File: src/rtl/n1_sbram.sv
`timescale 1ns/1ps
// -----------------------------------------------------------------------------
// n1_sbram
// Stack-bus to single-port RAM bridge for the N1 processor.
//
// A pipelined-wishbone target serving two stack regions, the parameter stack
// (PS) and the return stack (RS), out of one synchronous single-port RAM. The
// PS occupies RAM words [0, PS_DEPTH) and the RS the words that follow it.
// Every accepted access runs IDLE -> CMD -> RESP, or -> ERR when illegal, so
// the peak throughput is one access every two cycles.
//
// Ports
//   clk_i, async_rst_i      clock; asynchronous active-low reset
//   sbus_cyc_i/stb_i/we_i   stack bus cycle, strobe and write enable
//   sbus_adr_i, sbus_dat_i  stack-relative word address and write data
//   sbus_tga_ps_i/_rs_i     PS / RS select tags (exactly one must be set)
//   sbus_ack_o/err_o/rty_o  target responses (rty is never used)
//   sbus_stall_o            back-pressure, high only while the RAM is busy
//   sbus_dat_o              read data, zero outside a response cycle
//   ram_en_o, ram_we_o      RAM enable / write enable
//   ram_adr_o, ram_dat_o    RAM word address / write data
//   ram_dat_i               RAM read data, valid the cycle after a grant
//   ram_gnt_i               RAM accepts the presented access this cycle
//   prb_sbram_state_o       FSM state probe
// -----------------------------------------------------------------------------
module n1_sbram #(
  parameter int SP_WIDTH = 12,
  parameter int PS_DEPTH = 1024,
  parameter int RS_DEPTH = 1024,
  parameter int RAM_AW   = 11
) (
  input  logic                clk_i,
  input  logic                async_rst_i,
  // stack bus
  input  logic                sbus_cyc_i,
  input  logic                sbus_stb_i,
  input  logic                sbus_we_i,
  input  logic [SP_WIDTH-1:0] sbus_adr_i,
  input  logic [15:0]         sbus_dat_i,
  input  logic                sbus_tga_ps_i,
  input  logic                sbus_tga_rs_i,
  output logic                sbus_ack_o,
  output logic                sbus_err_o,
  output logic                sbus_rty_o,
  output logic                sbus_stall_o,
  output logic [15:0]         sbus_dat_o,
  // RAM port
  output logic                ram_en_o,
  output logic                ram_we_o,
  output logic [RAM_AW-1:0]   ram_adr_o,
  output logic [15:0]         ram_dat_o,
  input  logic [15:0]         ram_dat_i,
  input  logic                ram_gnt_i,
  // probe
  output logic [1:0]          prb_sbram_state_o
);

  typedef enum logic [1:0] {
    ST_IDLE = 2'b00,
    ST_CMD  = 2'b01,
    ST_RESP = 2'b10,
    ST_ERR  = 2'b11
  } state_t;

  // Region limits carry one extra bit so a depth of exactly 2**SP_WIDTH
  // still compares correctly against every possible address.
  localparam logic [SP_WIDTH:0] PS_LIMIT = (SP_WIDTH+1)'(PS_DEPTH);
  localparam logic [SP_WIDTH:0] RS_LIMIT = (SP_WIDTH+1)'(RS_DEPTH);
  localparam logic [RAM_AW-1:0] RS_BASE  = RAM_AW'(PS_DEPTH);

  state_t state_q, state_d;

  // Holding register. The RAM address is stored already mapped, so the
  // region tag itself does not need to be kept.
  logic              hold_we_q;
  logic [RAM_AW-1:0] hold_adr_q;
  logic [15:0]       hold_dat_q;

  // ---------------------------------------------------------------------------
  // Request decode
  // ---------------------------------------------------------------------------
  logic              ps_sel;
  logic              rs_sel;
  logic [SP_WIDTH:0] adr_ext;
  logic              req_legal;
  logic              req_accept;
  logic [RAM_AW-1:0] req_ram_adr;

  assign ps_sel  = sbus_tga_ps_i & ~sbus_tga_rs_i;
  assign rs_sel  = sbus_tga_rs_i & ~sbus_tga_ps_i;
  assign adr_ext = {1'b0, sbus_adr_i};

  // Both-tags and no-tag requests fall through as illegal.
  assign req_legal = (ps_sel && (adr_ext < PS_LIMIT)) ||
                     (rs_sel && (adr_ext < RS_LIMIT));

  assign req_accept = sbus_cyc_i & sbus_stb_i & ~sbus_stall_o;

  // RS words sit directly above the PS region; the sum wraps at RAM_AW bits.
  assign req_ram_adr = RAM_AW'(sbus_adr_i) + (rs_sel ? RS_BASE : '0);

  // ---------------------------------------------------------------------------
  // State and holding register
  // ---------------------------------------------------------------------------
  // NOTE: sequential state uses non-blocking assignments so every flop samples
  // the pre-edge value of every other flop, independent of statement order.
  always_ff @(posedge clk_i or negedge async_rst_i) begin
    if (!async_rst_i) begin
      state_q <= ST_IDLE;
    end else begin
      state_q <= state_d;
    end
  end

  // NOTE: the holding register is a handful of flops, not a memory array, so
  // it is cleared on reset; a stale address can never reach the RAM because
  // the RAM outputs are gated by the CMD state anyway.
  always_ff @(posedge clk_i or negedge async_rst_i) begin
    if (!async_rst_i) begin
      hold_we_q  <= 1'b0;
      hold_adr_q <= '0;
      hold_dat_q <= '0;
    end else if (req_accept && req_legal) begin
      hold_we_q  <= sbus_we_i;
      hold_adr_q <= req_ram_adr;
      hold_dat_q <= sbus_dat_i;
    end
  end

  // ---------------------------------------------------------------------------
  // Next state
  // ---------------------------------------------------------------------------
  // NOTE: state_d is given a default before the case so no path through the
  // block leaves it unassigned, which would otherwise infer a latch.
  always_comb begin
    state_d = state_q;
    unique case (state_q)
      ST_CMD: begin
        if (!sbus_cyc_i) begin
          state_d = ST_IDLE;          // master abandoned the cycle
        end else if (ram_gnt_i) begin
          state_d = ST_RESP;
        end
      end
      // IDLE, RESP and ERR are all open for a new request; RESP and ERR are
      // single-cycle and fall back to IDLE when nothing new arrives.
      default: begin
        if (req_accept) begin
          state_d = req_legal ? ST_CMD : ST_ERR;
        end else begin
          state_d = ST_IDLE;
        end
      end
    endcase
  end

  // ---------------------------------------------------------------------------
  // Outputs
  // ---------------------------------------------------------------------------
  // Everything is decoded from the state register, so an asynchronous reset
  // drops all outputs to zero without waiting for a clock edge.
  always_comb begin
    sbus_ack_o   = 1'b0;
    sbus_err_o   = 1'b0;
    sbus_stall_o = 1'b0;
    sbus_dat_o   = 16'h0000;
    ram_en_o     = 1'b0;
    ram_we_o     = 1'b0;
    ram_adr_o    = '0;
    ram_dat_o    = 16'h0000;
    unique case (state_q)
      ST_CMD: begin
        sbus_stall_o = 1'b1;
        // Without cyc the access is being aborted, so the RAM is left alone.
        if (sbus_cyc_i) begin
          ram_en_o  = 1'b1;
          ram_we_o  = hold_we_q;
          ram_adr_o = hold_adr_q;
          ram_dat_o = hold_dat_q;
        end
      end
      ST_RESP: begin
        sbus_ack_o = sbus_cyc_i;
        sbus_dat_o = hold_we_q ? 16'h0000 : ram_dat_i;
      end
      ST_ERR: begin
        sbus_err_o = sbus_cyc_i;
      end
      default: begin
      end
    endcase
  end

  assign sbus_rty_o        = 1'b0;
  assign prb_sbram_state_o = state_q;

endmodule
File: config.mk
export PLATFORM = sky130hd
export DESIGN_NAME = n1_sbram
export DESIGN_NICKNAME = d
export VERILOG_FILES = /design/src/rtl/n1_sbram.sv
export SDC_FILE = /design/constraint.sdc
export NUM_CORES = 1
export LEC_CHECK = 0
export BUFFER_PORTS_ARGS = -buffer_cell sky130_fd_sc_hd__buf_2
export CORE_UTILIZATION = 41
export CTS_CLUSTER_SIZE = 16
export DETAILED_ROUTE_END_ITERATION = 10
export PLACE_DENSITY = 0.79
export SETUP_SLACK_MARGIN = 0.3
export SKIP_LAST_GASP = 1
export SLEW_MARGIN = 40
export SYNTH_ARGS = -nofsm -noshare
export SYNTH_HDL_FRONTEND = slang
export SYNTH_SLANG_ARGS = --single-unit
File: constraint.sdc
create_clock -name clk_i -period 2.1 [get_ports clk_i]
set_clock_uncertainty 0.05 [all_clocks]
set_input_delay 0.42 -clock clk_i [delete_from_list [all_inputs] [get_ports clk_i]]
set_output_delay 0.42 -clock clk_i [all_outputs]
set_load 0.01 [all_outputs]
==> impl_metrics.yaml, run 1 <==
cts:
  clock_sinks: 30
  clock_path_buffers: 2
  clk_latency_ns: 0.27
  cts_max_level: 2
  root_buffer: "clkbuf_8"
  clk_pin_slew_ns: 0.07
  cts_buffers: 5
  cts_tree: "built"
sta:
  final_hold_viol_count: 0
  slew_headroom: 0.557
  tightest_slew_ns: 0.665
  setup_viol: 0
  fmax_ghz: 0.540
  final_max_slew_viol_count: 0
  fin_crit_sh: 0.882
  rsz0062_at_grt: "yes"
  min_period_ns: 1.85
  setup_tns_ns: 0
yosys:
  ys_warn_count: 0
  syn_nets: 182
  synthTopCellsByArea: "dfrtp_1 (49%), mux2_2 (19%), and3_1 (12%), and2_1 (6.6%), clkbuf_1 (1.7%)"
  synth_area_um2: 1520
  synth_top_area_cell: "dfrtp_1"
  synth_seq_area_share: 0.493
  synthFlopType: "dfrtp_1"
  synth_cells: 130
  yosys.area.top_type_share: 0.493
  synth-edff-count: 0
  ys_seq_elements: 30
  synth_cell_types: 20
  syn_area_per_cell_um2: 11.7
  async_flop_share: 1.00
critical_path:
  slowest_stage: "dfrtp_2"
  critPathRequiredTime_ns: 2.21
  rr_endpoint: "hold_adr_q[10]"
  start_kind: "register"
  setup.worst_path.class: "register to register"
  cp-end-kind: "register"
  reg2reg_slack_ns: 0.25
  cp_common_cell: "buf_6"
  crit_end: "hold_adr_q[10]"
  cp-startpoint: "prb_sbram_state_o[0]"
  crit_fanout: 33
  max_stage_delay_ns: 0.43
  path_cells: "nor2b_4 -> buf_12 -> nor4_4 -> buf_6 -> buf_6 -> mux2_2"
  worst_ep_arrival_time_ns: 1.96
  ff2ff_path_depth: 6
  r2r_start: "prb_sbram_state_o[0]"
global_route:
  grt-ovfl-total: 0
  grt_max_degree: 34
  antenna_found_initial: 0
  grt_pass1_vias: 1353
  grt_pass1_wl_um: 6150
  grtUsageTotal: 0.204
route:
  first_pass_iters: 4
  routed_wl_um: 4280
  drc_errors: 0
  avgViaCountPerCell: 4.90
  drt-initial-drc-count: 35
  final_antenna_net_count: 0
  via_count: 1401
  post_drt_wl_per_cell_um: 15.0
placement:
  gp_congestion: 0.751
  dp_hpwl_um: 2800
  port_buffers: 101
layout:
  filler_cell_count: 294
  diodes: 0
  drive_gt1_frac: 0.688
  final_util: 0.700
  layout_common_cells: "buf_2 (87), and3_1 (30), dfrtp_1 (28)"
  area.growth.synth_to_final_pct: 58.2
  nNetsFinal: 291
  final_common_cell: "buf_2"
floorplan:
  start_util: 0.442
  die_w_um: 62.9
  coreArea_um2: 3440
  die_y_um: 62.9
  fp-row-count: 21
  dieArea_um2: 3960
  ios: 103
power:
  ir_drop_v: 0.000587
  power.total_w: 0.00173
  cellLeakagePower_nw: 1.38
  powerDensity_nw_per_um2: 719
min_path:
  min_path_type: "input pin to asynchronous set/reset pin"
run:
  drv_cap: 0
outcome:
  run_status: "finished, final reports clean"
## cells by family after synthesis
logic type | count (synthesis) | share of synthesized area
other | 1 | 0.00246
XOR/XNOR | 2 | 0.0115
AND/OR/NAND/NOR | 54 | 0.229
flip-flops | 30 | 0.493
multiplexers | 28 | 0.207
buffers and inverters | 12 | 0.0419
AO/OA/AOI/OAI | 3 | 0.0148
## synth_stat cells, types with 2 or more instances
cell / count
xnor2_1: 2
inv_1: 2
buf_6: 2
nand2_1: 3
and3_1: 30
mux2_2: 26
mux2_1: 2
dfrtp_1: 30
clkbuf_1: 7
and2_1: 16
## metrics by stage
stage          worst slack, ns  instance area [um2]  hold WS (ns)  instances
2_1_floorplan            0.246                 1530        0.0744        130
3_3_place_gp             0.265                 2070         0.409        272
3_5_place_dp             0.205                 2070         0.418        272
4_1_cts                  0.246                 2210         0.130        283
5_1_grt                  0.176                 2410         0.159        286
6_report                 0.247                 2410         0.116        286
## flip-flops by register name (all words and copies together) (netlist names)
signal / flops
hold_adr_q: 11
hold_dat_q: 16
hold_we_q: 1
prb_sbram_state_o: 2
## how the worst min path moves through the flow
stage / startpoint / end / slack, ns / depth (start not counted)
floorplan: async_rst_i / hold_adr_q[0] / 0.07 / 0
global placement: hold_dat_q[7] / hold_dat_q[7] / 0.41 / 1
detailed placement: hold_adr_q[4] / hold_adr_q[4] / 0.42 / 1
CTS: async_rst_i / hold_dat_q[11] / 0.13 / 1
global route: async_rst_i / hold_dat_q[10] / 0.16 / 1
finish: async_rst_i / hold_adr_q[2] / 0.12 / 1
## where the power goes
part           internal [W]  switching (W)  total (W)
Sequential         0.000741      0.0000790   0.000820
Clock              0.000264       0.000211   0.000474
Combinational      0.000266       0.000170   0.000437
Total               0.00127       0.000460    0.00173
## what timing repair did
item,in CTS,in global routing
endpoints found under the setup margin,74,73
pin swaps,1,15
gates resized for setup,8,39
cloned,1,2
buffers inserted,2,1
hold buffers,0,0
## worst max-delay path: cells and delay by family (launching register included)
family,cells,cell delay [ns]
flops,1,0.43
buf+inv,3,0.47
simple gates,2,0.44
mux,1,0.34
## cell type report
type	count	area, um2	area share
Clock buffer	7	86.3	0.0358
Multi-Input combinational cell	88	762	0.316
Clock inverter	1	5.00	0.00208
Timing Repair Buffer	112	737	0.306
Tap cell	46	57.6	0.0239
Sequential cell	30	753	0.313
Inverter	2	7.51	0.00312
## per-layer routing
layer / global-route usage / vias to the layer above / share of wire
met5: 0 / - / 0
met4: 0.0785 / 0 / 0.0044
met3: 0.0985 / 2 / 0.098
met2: 0.353 / 78 / 0.51
met1: 0.210 / 654 / 0.39
li1: - / 667 / -
No activity file was read; power rests on OpenSTA's default activity.
==> run 2, diff against run 1 <==
--- a/config.mk
+++ b/config.mk
@@ -5,11 +5,12 @@
 export SDC_FILE = /design/constraint.sdc
 export NUM_CORES = 1
 export LEC_CHECK = 0
+export ABC_AREA = 1
 export BUFFER_PORTS_ARGS = -buffer_cell sky130_fd_sc_hd__buf_2
-export CORE_UTILIZATION = 41
+export CORE_UTILIZATION = 42
 export CTS_CLUSTER_SIZE = 16
 export DETAILED_ROUTE_END_ITERATION = 10
-export PLACE_DENSITY = 0.79
+export PLACE_DENSITY = 0.87
 export SETUP_SLACK_MARGIN = 0.3
 export SKIP_LAST_GASP = 1
 export SLEW_MARGIN = 40
==> run 2 against run 1 <==
  * Register-to-register slack improved by 0.37 ns
  * Final cell count grew 37%
  * Setup slack gained 0.066 ns
  * Sequential share of layout area rose by 1.8 points
  * Critical endpoint is now ram_adr_o[10]
  * Routed wire length down 7.0%
  * Synthesized cell count is 88% higher
  * Highest routed layer unchanged
  * Hold slack got worse by 0.0075 ns
  * Die area rose by 5.3%
  * Cell area is 5.7% lower
==> impl_metrics.yaml, run 2 <==
route:
  post_drt_wl_per_cell_um: 10.2
  via_count: 1764
  drt-initial-drc-count: 73
  routed_wl_um: 3980
  drc_errors: 0
  first_pass_iters: 4
  final_antenna_net_count: 0
  avgViaCountPerCell: 4.50
yosys:
  synth_top_area_cell: "dfrtp_1"
  synth_cells: 244
  yosys.area.top_type_share: 0.456
  synthFlopType: "dfrtp_1"
  synthTopCellsByCount: "nand2_1 (132), nor2_1 (47), dfrtp_1 (30)"
  synth-edff-count: 0
  synthTopCellsByArea: "dfrtp_1 (46%), nand2_1 (30%), nor2_1 (11%), buf_2 (1.5%), buf_6 (1.4%)"
  ys_warn_count: 0
  synth_area_um2: 1650
  syn_area_per_cell_um2: 6.74
  syn_nets: 296
  synth_seq_area_share: 0.456
  async_flop_share: 1.00
  synth.most_common_cell: "nand2_1"
  synth_cell_types: 22
  ys_seq_elements: 30
cts:
  clk_latency_ns: 0.27
  cts_max_level: 2
  clock_sinks: 30
  root_buffer: "clkbuf_8"
  holdBufCountCts: 0
  clk_pin_slew_ns: 0.06
  clock_path_buffers: 2
  cts_tree: "built"
  cts_buffers: 5
floorplan:
  ios: 103
  coreArea_um2: 3720
  start_util: 0.443
  die_y_um: 64.6
  die_w_um: 64.6
  fp-row-count: 22
  dieArea_um2: 4170
sta:
  setup_tns_ns: 0
  min_period_ns: 1.79
  fmax_ghz: 0.560
  rsz0062_at_grt: "yes"
  final_hold_viol_count: 0
  tightest_slew_ns: 0.629
  setup_viol: 0
  timing.hold.ws_ns: 0.108
  slew_headroom: 0.581
  fin_crit_sh: 0.851
  final_max_slew_viol_count: 0
min_path:
  min_path_type: "input pin to asynchronous set/reset pin"
global_route:
  grt-ovfl-total: 0
  grt_max_degree: 31
  grtUsageTotal: 0.205
  grt_pass1_vias: 1602
  antenna_found_initial: 0
  grt_pass1_wl_um: 6610
critical_path:
  cp-end-kind: "output port"
  start_kind: "register"
  worst-path-buf-inv: 2
  cp_top_family: "flip-flops"
  crit_fanout: 28
  setup.worst_path.class: "register to output port"
  worst_ep_arrival_time_ns: 1.32
  path_cells: "nor2_4 -> inv_8 -> nor2_1 -> buf_2"
  max_stage_delay_ns: 0.44
  slowest_stage: "dfrtp_1"
  critPathRequiredTime_ns: 1.63
layout:
  multi_input_area_um2: 795
  nNetsFinal: 396
  regMostFlops: "hold_dat_q"
  final_common_cell: "nand2_1"
  drive_gt1_frac: 0.372
  area.growth.synth_to_final_pct: 38.1
  filler_cell_count: 376
  layout_common_cells: "nand2_1 (132), buf_2 (100), nor2_1 (45)"
  ff_latch_area_um2: 751
  largest_register_ffs: 16
  diodes: 0
placement:
  gp_congestion: 0.709
  dp_hpwl_um: 2890
  port_buffers: 101
power:
  cellLeakagePower_nw: 1.40
  ir_drop_v: 0.000359
  powerDensity_nw_per_um2: 716
outcome:
  run_status: "finished, final reports clean"
run:
  drv_cap: 0
-- run 2: cell types whose count changed after synthesis, moves of 5 or more --
cell | previous run | this run
and2_1 | 16 | 0
and3_1 | 30 | 0
buf_2 | 0 | 5
mux2_2 | 26 | 0
nand2_1 | 3 | 132
nor2_1 | 0 | 47
-- run 2: layer usage --
| layer | global-route usage | wire length, um | up-vias |
|---|---|---|---|
| met4 | 0.0889 | 59 | 0 |
| met2 | 0.386 | 2030 | 64 |
| li1 | - | - | 912 |
| met1 | 0.220 | 1660 | 783 |
| met3 | 0.0405 | 231 | 5 |
| met5 | 0 | 0 | - |
-- run 2: cells by family (layout without fill, tap and decap cells) --
logic type,after synthesis,after routing,synth area share
compound gates,2,2,0.00608
xor+xnor,1,1,0.00532
buf+inv,22,122,0.0669
flops,30,30,0.456
other cells,1,1,0.00228
simple gates,188,188,0.463
-- run 2: worst reg2reg max path, stage by stage, from the launching register on --
cell,delay [ns]
dfrtp_1,0.42
inv_2,0.10
nor2_4,0.06
buf_4,0.14
nor2_2,0.12
nand3_4,0.27
nand2_1,0.15
nand2_1,0.07
-- run 2: through the flow --
step | cell area (um2) | worst slack (ns) | util | total power, W | std cells
floorplan | 1650 | 0.519 | - | 0.00105 | 244
global placement | 2150 | 0.370 | 0.578 | 0.00118 | 382
detailed placement | 2150 | 0.341 | 0.578 | 0.00120 | 382
CTS | 2250 | 0.292 | 0.606 | 0.00164 | 392
global route | 2270 | 0.256 | 0.611 | 0.00175 | 392
finish | 2270 | 0.313 | 0.611 | 0.00163 | 392
-- run 2: what timing repair did --
item / in CTS / in global routing
gates cloned: 1 / 0
pin swaps: 1 / 1
gates resized for setup: 4 / 9
setup endpoints to repair: 19 / 31
setup buffers: 2 / 0
-- run 2: area by class of cell --
cell class,count,share of cell area
Tap cell,48,0.0264
Multi-Input combinational cell,192,0.350
Sequential cell,30,0.330
Clock inverter,2,0.00441
Timing Repair Buffer,104,0.233
Clock buffer,5,0.0303
Timing Repair inverter,1,0.00275
Inverter,10,0.0226
-- run 2: report_power, final --
part	switching [W]	internal, W
registers	0.0000791	0.000713
logic	0.000242	0.000174
clock network	0.000198	0.000221
total	0.000519	0.00111
-- run 2: path summary, 6_finish.rpt --
check	depth (start not counted)	from	to	slack, ns
max in group asynchronous	1	async_rst_i	hold_dat_q[10]	1.48
max	4	prb_sbram_state_o[1]	ram_adr_o[10]	0.31
min in group clk_i	3	sbus_adr_i[1]	hold_adr_q[1]	0.28
min reg2reg	2	hold_dat_q[13]	hold_dat_q[13]	0.43
max reg2reg	7	prb_sbram_state_o[0]	hold_dat_q[1]	0.62
min	1	async_rst_i	hold_adr_q[4]	0.11
==> run 3, diff against run 2 <==
--- a/config.mk
+++ b/config.mk
@@ -7,10 +7,11 @@
 export LEC_CHECK = 0
 export ABC_AREA = 1
 export BUFFER_PORTS_ARGS = -buffer_cell sky130_fd_sc_hd__buf_2
-export CORE_UTILIZATION = 42
+export CORE_UTILIZATION = 44
+export CTS_BUF_LIST = sky130_fd_sc_hd__clkbuf_4 sky130_fd_sc_hd__clkbuf_8
 export CTS_CLUSTER_SIZE = 16
 export DETAILED_ROUTE_END_ITERATION = 10
-export PLACE_DENSITY = 0.87
+export PLACE_DENSITY = 0.85
 export SETUP_SLACK_MARGIN = 0.3
 export SKIP_LAST_GASP = 1
 export SLEW_MARGIN = 40
==> run 3 against run 2 <==
  * Cell area increased by 8.3%
  * Sequential cell count unchanged
  * Non-clock buffer count increased by 3
  * Clock power about the same
  * Combinational power increased by 16%
  * Die area decreased by 4.4%
  * Setup slack got worse by 0.051 ns
  * Hold slack got worse by 0.0079 ns
  * Sequential share of layout area decreased by 2.5 points
  * Total power increased by 4.1%
  * Largest cell class unchanged
  * Largest power group unchanged
  * Highest routed layer unchanged
==> impl_metrics.yaml, run 3 (synthesis gave the netlist of run 2 again) <==
outcome:
  run_status: "finished, final reports clean"
critical_path:
  cp-startpoint: "prb_sbram_state_o[0]"
  path_cells: "inv_2 -> nor2_4 -> buf_12 -> inv_12 -> nor2_2 -> buf_2"
  r2r_start: "prb_sbram_state_o[0]"
  cp-end-kind: "output port"
  crit_fanout: 14
  cp_top_family: "flip-flops"
  critPathRequiredTime_ns: 1.63
  reg2reg_slack_ns: 0.56
  cp.depth: 6
  rr_endpoint: "hold_adr_q[0]"
  max_stage_delay_ns: 0.43
  worst-path-buf-inv: 4
  start_kind: "register"
  setup.worst_path.class: "register to output port"
  slowest_stage: "dfrtp_1"
  crit_end: "ram_adr_o[3]"
  ff2ff_path_depth: 8
  worst_ep_arrival_time_ns: 1.37
floorplan:
  fp-row-count: 21
  start_util: 0.474
  dieArea_um2: 3990
  coreArea_um2: 3470
  die_y_um: 63.2
  ios: 103
  die_w_um: 63.2
cts:
  clk_pin_slew_ns: 0.06
  cts_buffers: 5
  root_buffer: "clkbuf_8"
  clk_latency_ns: 0.27
  clock_sinks: 30
  holdBufCountCts: 0
  cts_max_level: 2
  cts_tree: "built"
  clock_path_buffers: 2
layout:
  area.growth.synth_to_final_pct: 49.6
  largest_register_ffs: 16
  final_common_cell: "nand2_1"
  fin_area_um2: 2460
  diodes: 0
  nNetsFinal: 401
  layout_common_cells: "nand2_1 (131), buf_2 (97), dfrtp_1 (29)"
  regMostFlops: "hold_dat_q"
  filler_cell_count: 289
  finalNonFillerCells: 395
  drive_gt1_frac: 0.450
route:
  first_pass_iters: 4
  routed_wl_um: 4300
  avgViaCountPerCell: 4.63
  drt-initial-drc-count: 74
  drc_errors: 0
  post_drt_wl_per_cell_um: 10.9
  final_antenna_net_count: 0
  via_count: 1829
sta:
  min_period_ns: 1.84
  rsz0062_at_grt: "yes"
  fmax_ghz: 0.544
  setup_tns_ns: 0
  final_max_slew_viol_count: 0
  slew_headroom: 0.587
  timing.hold.ws_ns: 0.100
  setup_viol: 0
  final_hold_viol_count: 0
  fin_crit_sh: 0.875
  tightest_slew_ns: 0.620
power:
  p_seq_frac: 0.467
  swShare: 0.331
  cellLeakagePower_nw: 1.44
  power_frac_clock: 0.248
  p_int_w: 0.00113
  powerDensity_nw_per_um2: 688
  pwr-share-comb: 0.285
  power.total_w: 0.00169
  ir_drop_v: 0.000450
  switchingPower_w: 0.000560
run:
  drv_cap: 0
placement:
  gp_congestion: 0.727
  detailed_place.area_um2: 2160
  placed_cells: 380
  port_buffers: 101
  dp_hpwl_um: 2780
global_route:
  grtUsageMet2: 0.407
  antenna_found_initial: 0
  grt-ovfl-total: 0
  met1_usage: 0.216
  busiest_layer: "met2"
  grt_pass1_vias: 1563
  grt_max_degree: 31
  grt_pass1_wl_um: 6500
  grt.met3_usage: 0.0562
  grtUsageTotal: 0.211
min_path:
  min_path_type: "input pin to asynchronous set/reset pin"
[run 3: cell types whose count changed in the layout (fill, tap and decap cells not counted), sizes merged]
cell,before,now
buf,103,107
clkbuf,6,5
inv,10,12
clkinvlp,1,0
clkinv,2,3
[run 3: worst min-delay path by stage]
| stage | startpoint | end | slack (ns) | depth (start not counted) |
|---|---|---|---|---|
| after floorplan | async_rst_i | hold_adr_q[0] | 0.07 | 0 |
| after global placement | hold_dat_q[13] | hold_dat_q[13] | 0.41 | 2 |
| after detailed placement | hold_adr_q[10] | hold_adr_q[10] | 0.42 | 2 |
| after CTS | async_rst_i | hold_adr_q[6] | 0.13 | 1 |
| after global routing | async_rst_i | hold_adr_q[6] | 0.16 | 1 |
| final | async_rst_i | hold_adr_q[6] | 0.10 | 1 |
[run 3: power groups by stage]
stage | Clock [W] | Sequential [W] | Combinational, W
global route | 0.000474 | 0.000805 | 0.000544
CTS | 0.000435 | 0.000788 | 0.000421
floorplan | 0 | 0.000778 | 0.000274
finish | 0.000420 | 0.000791 | 0.000482
detailed placement | 0 | 0.000793 | 0.000408
global placement | 0 | 0.000790 | 0.000396
[run 3: area by class of cell]
class | count | area (um2) | share of cell area
tap | 46 | 57.6 | 0.0234
multi-input combinational | 192 | 891 | 0.362
inverter | 10 | 53.8 | 0.0219
clock inverter | 2 | 10.0 | 0.00407
timing repair inverter | 3 | 23.8 | 0.00966
sequential | 30 | 752 | 0.306
timing repair buffer | 107 | 604 | 0.246
clock buffer | 5 | 68.8 | 0.0280
[run 3: metal layers]
metal / wire [um] / vias up / share of wire
met1: 1780 / 802 / 0.41
li1: - / 932 / -
met5: 0 / - / 0
met4: 44 / 0 / 0.010
met2: 2190 / 87 / 0.51
met3: 284 / 8 / 0.066
[run 3: metrics by stage]
stage               utilization  worst slack [ns]
finish                    0.710             0.262
global route              0.710             0.211
CTS                       0.654             0.286
detailed placement        0.622             0.345
global placement          0.622             0.416
floorplan                     -             0.519
[run 3: repair_timing]
item	4_1_cts	5_1_grt
buffers inserted	1	4
resized for setup	8	44
setup endpoints to repair	19	44
pin swaps	1	3
gates cloned	2	1
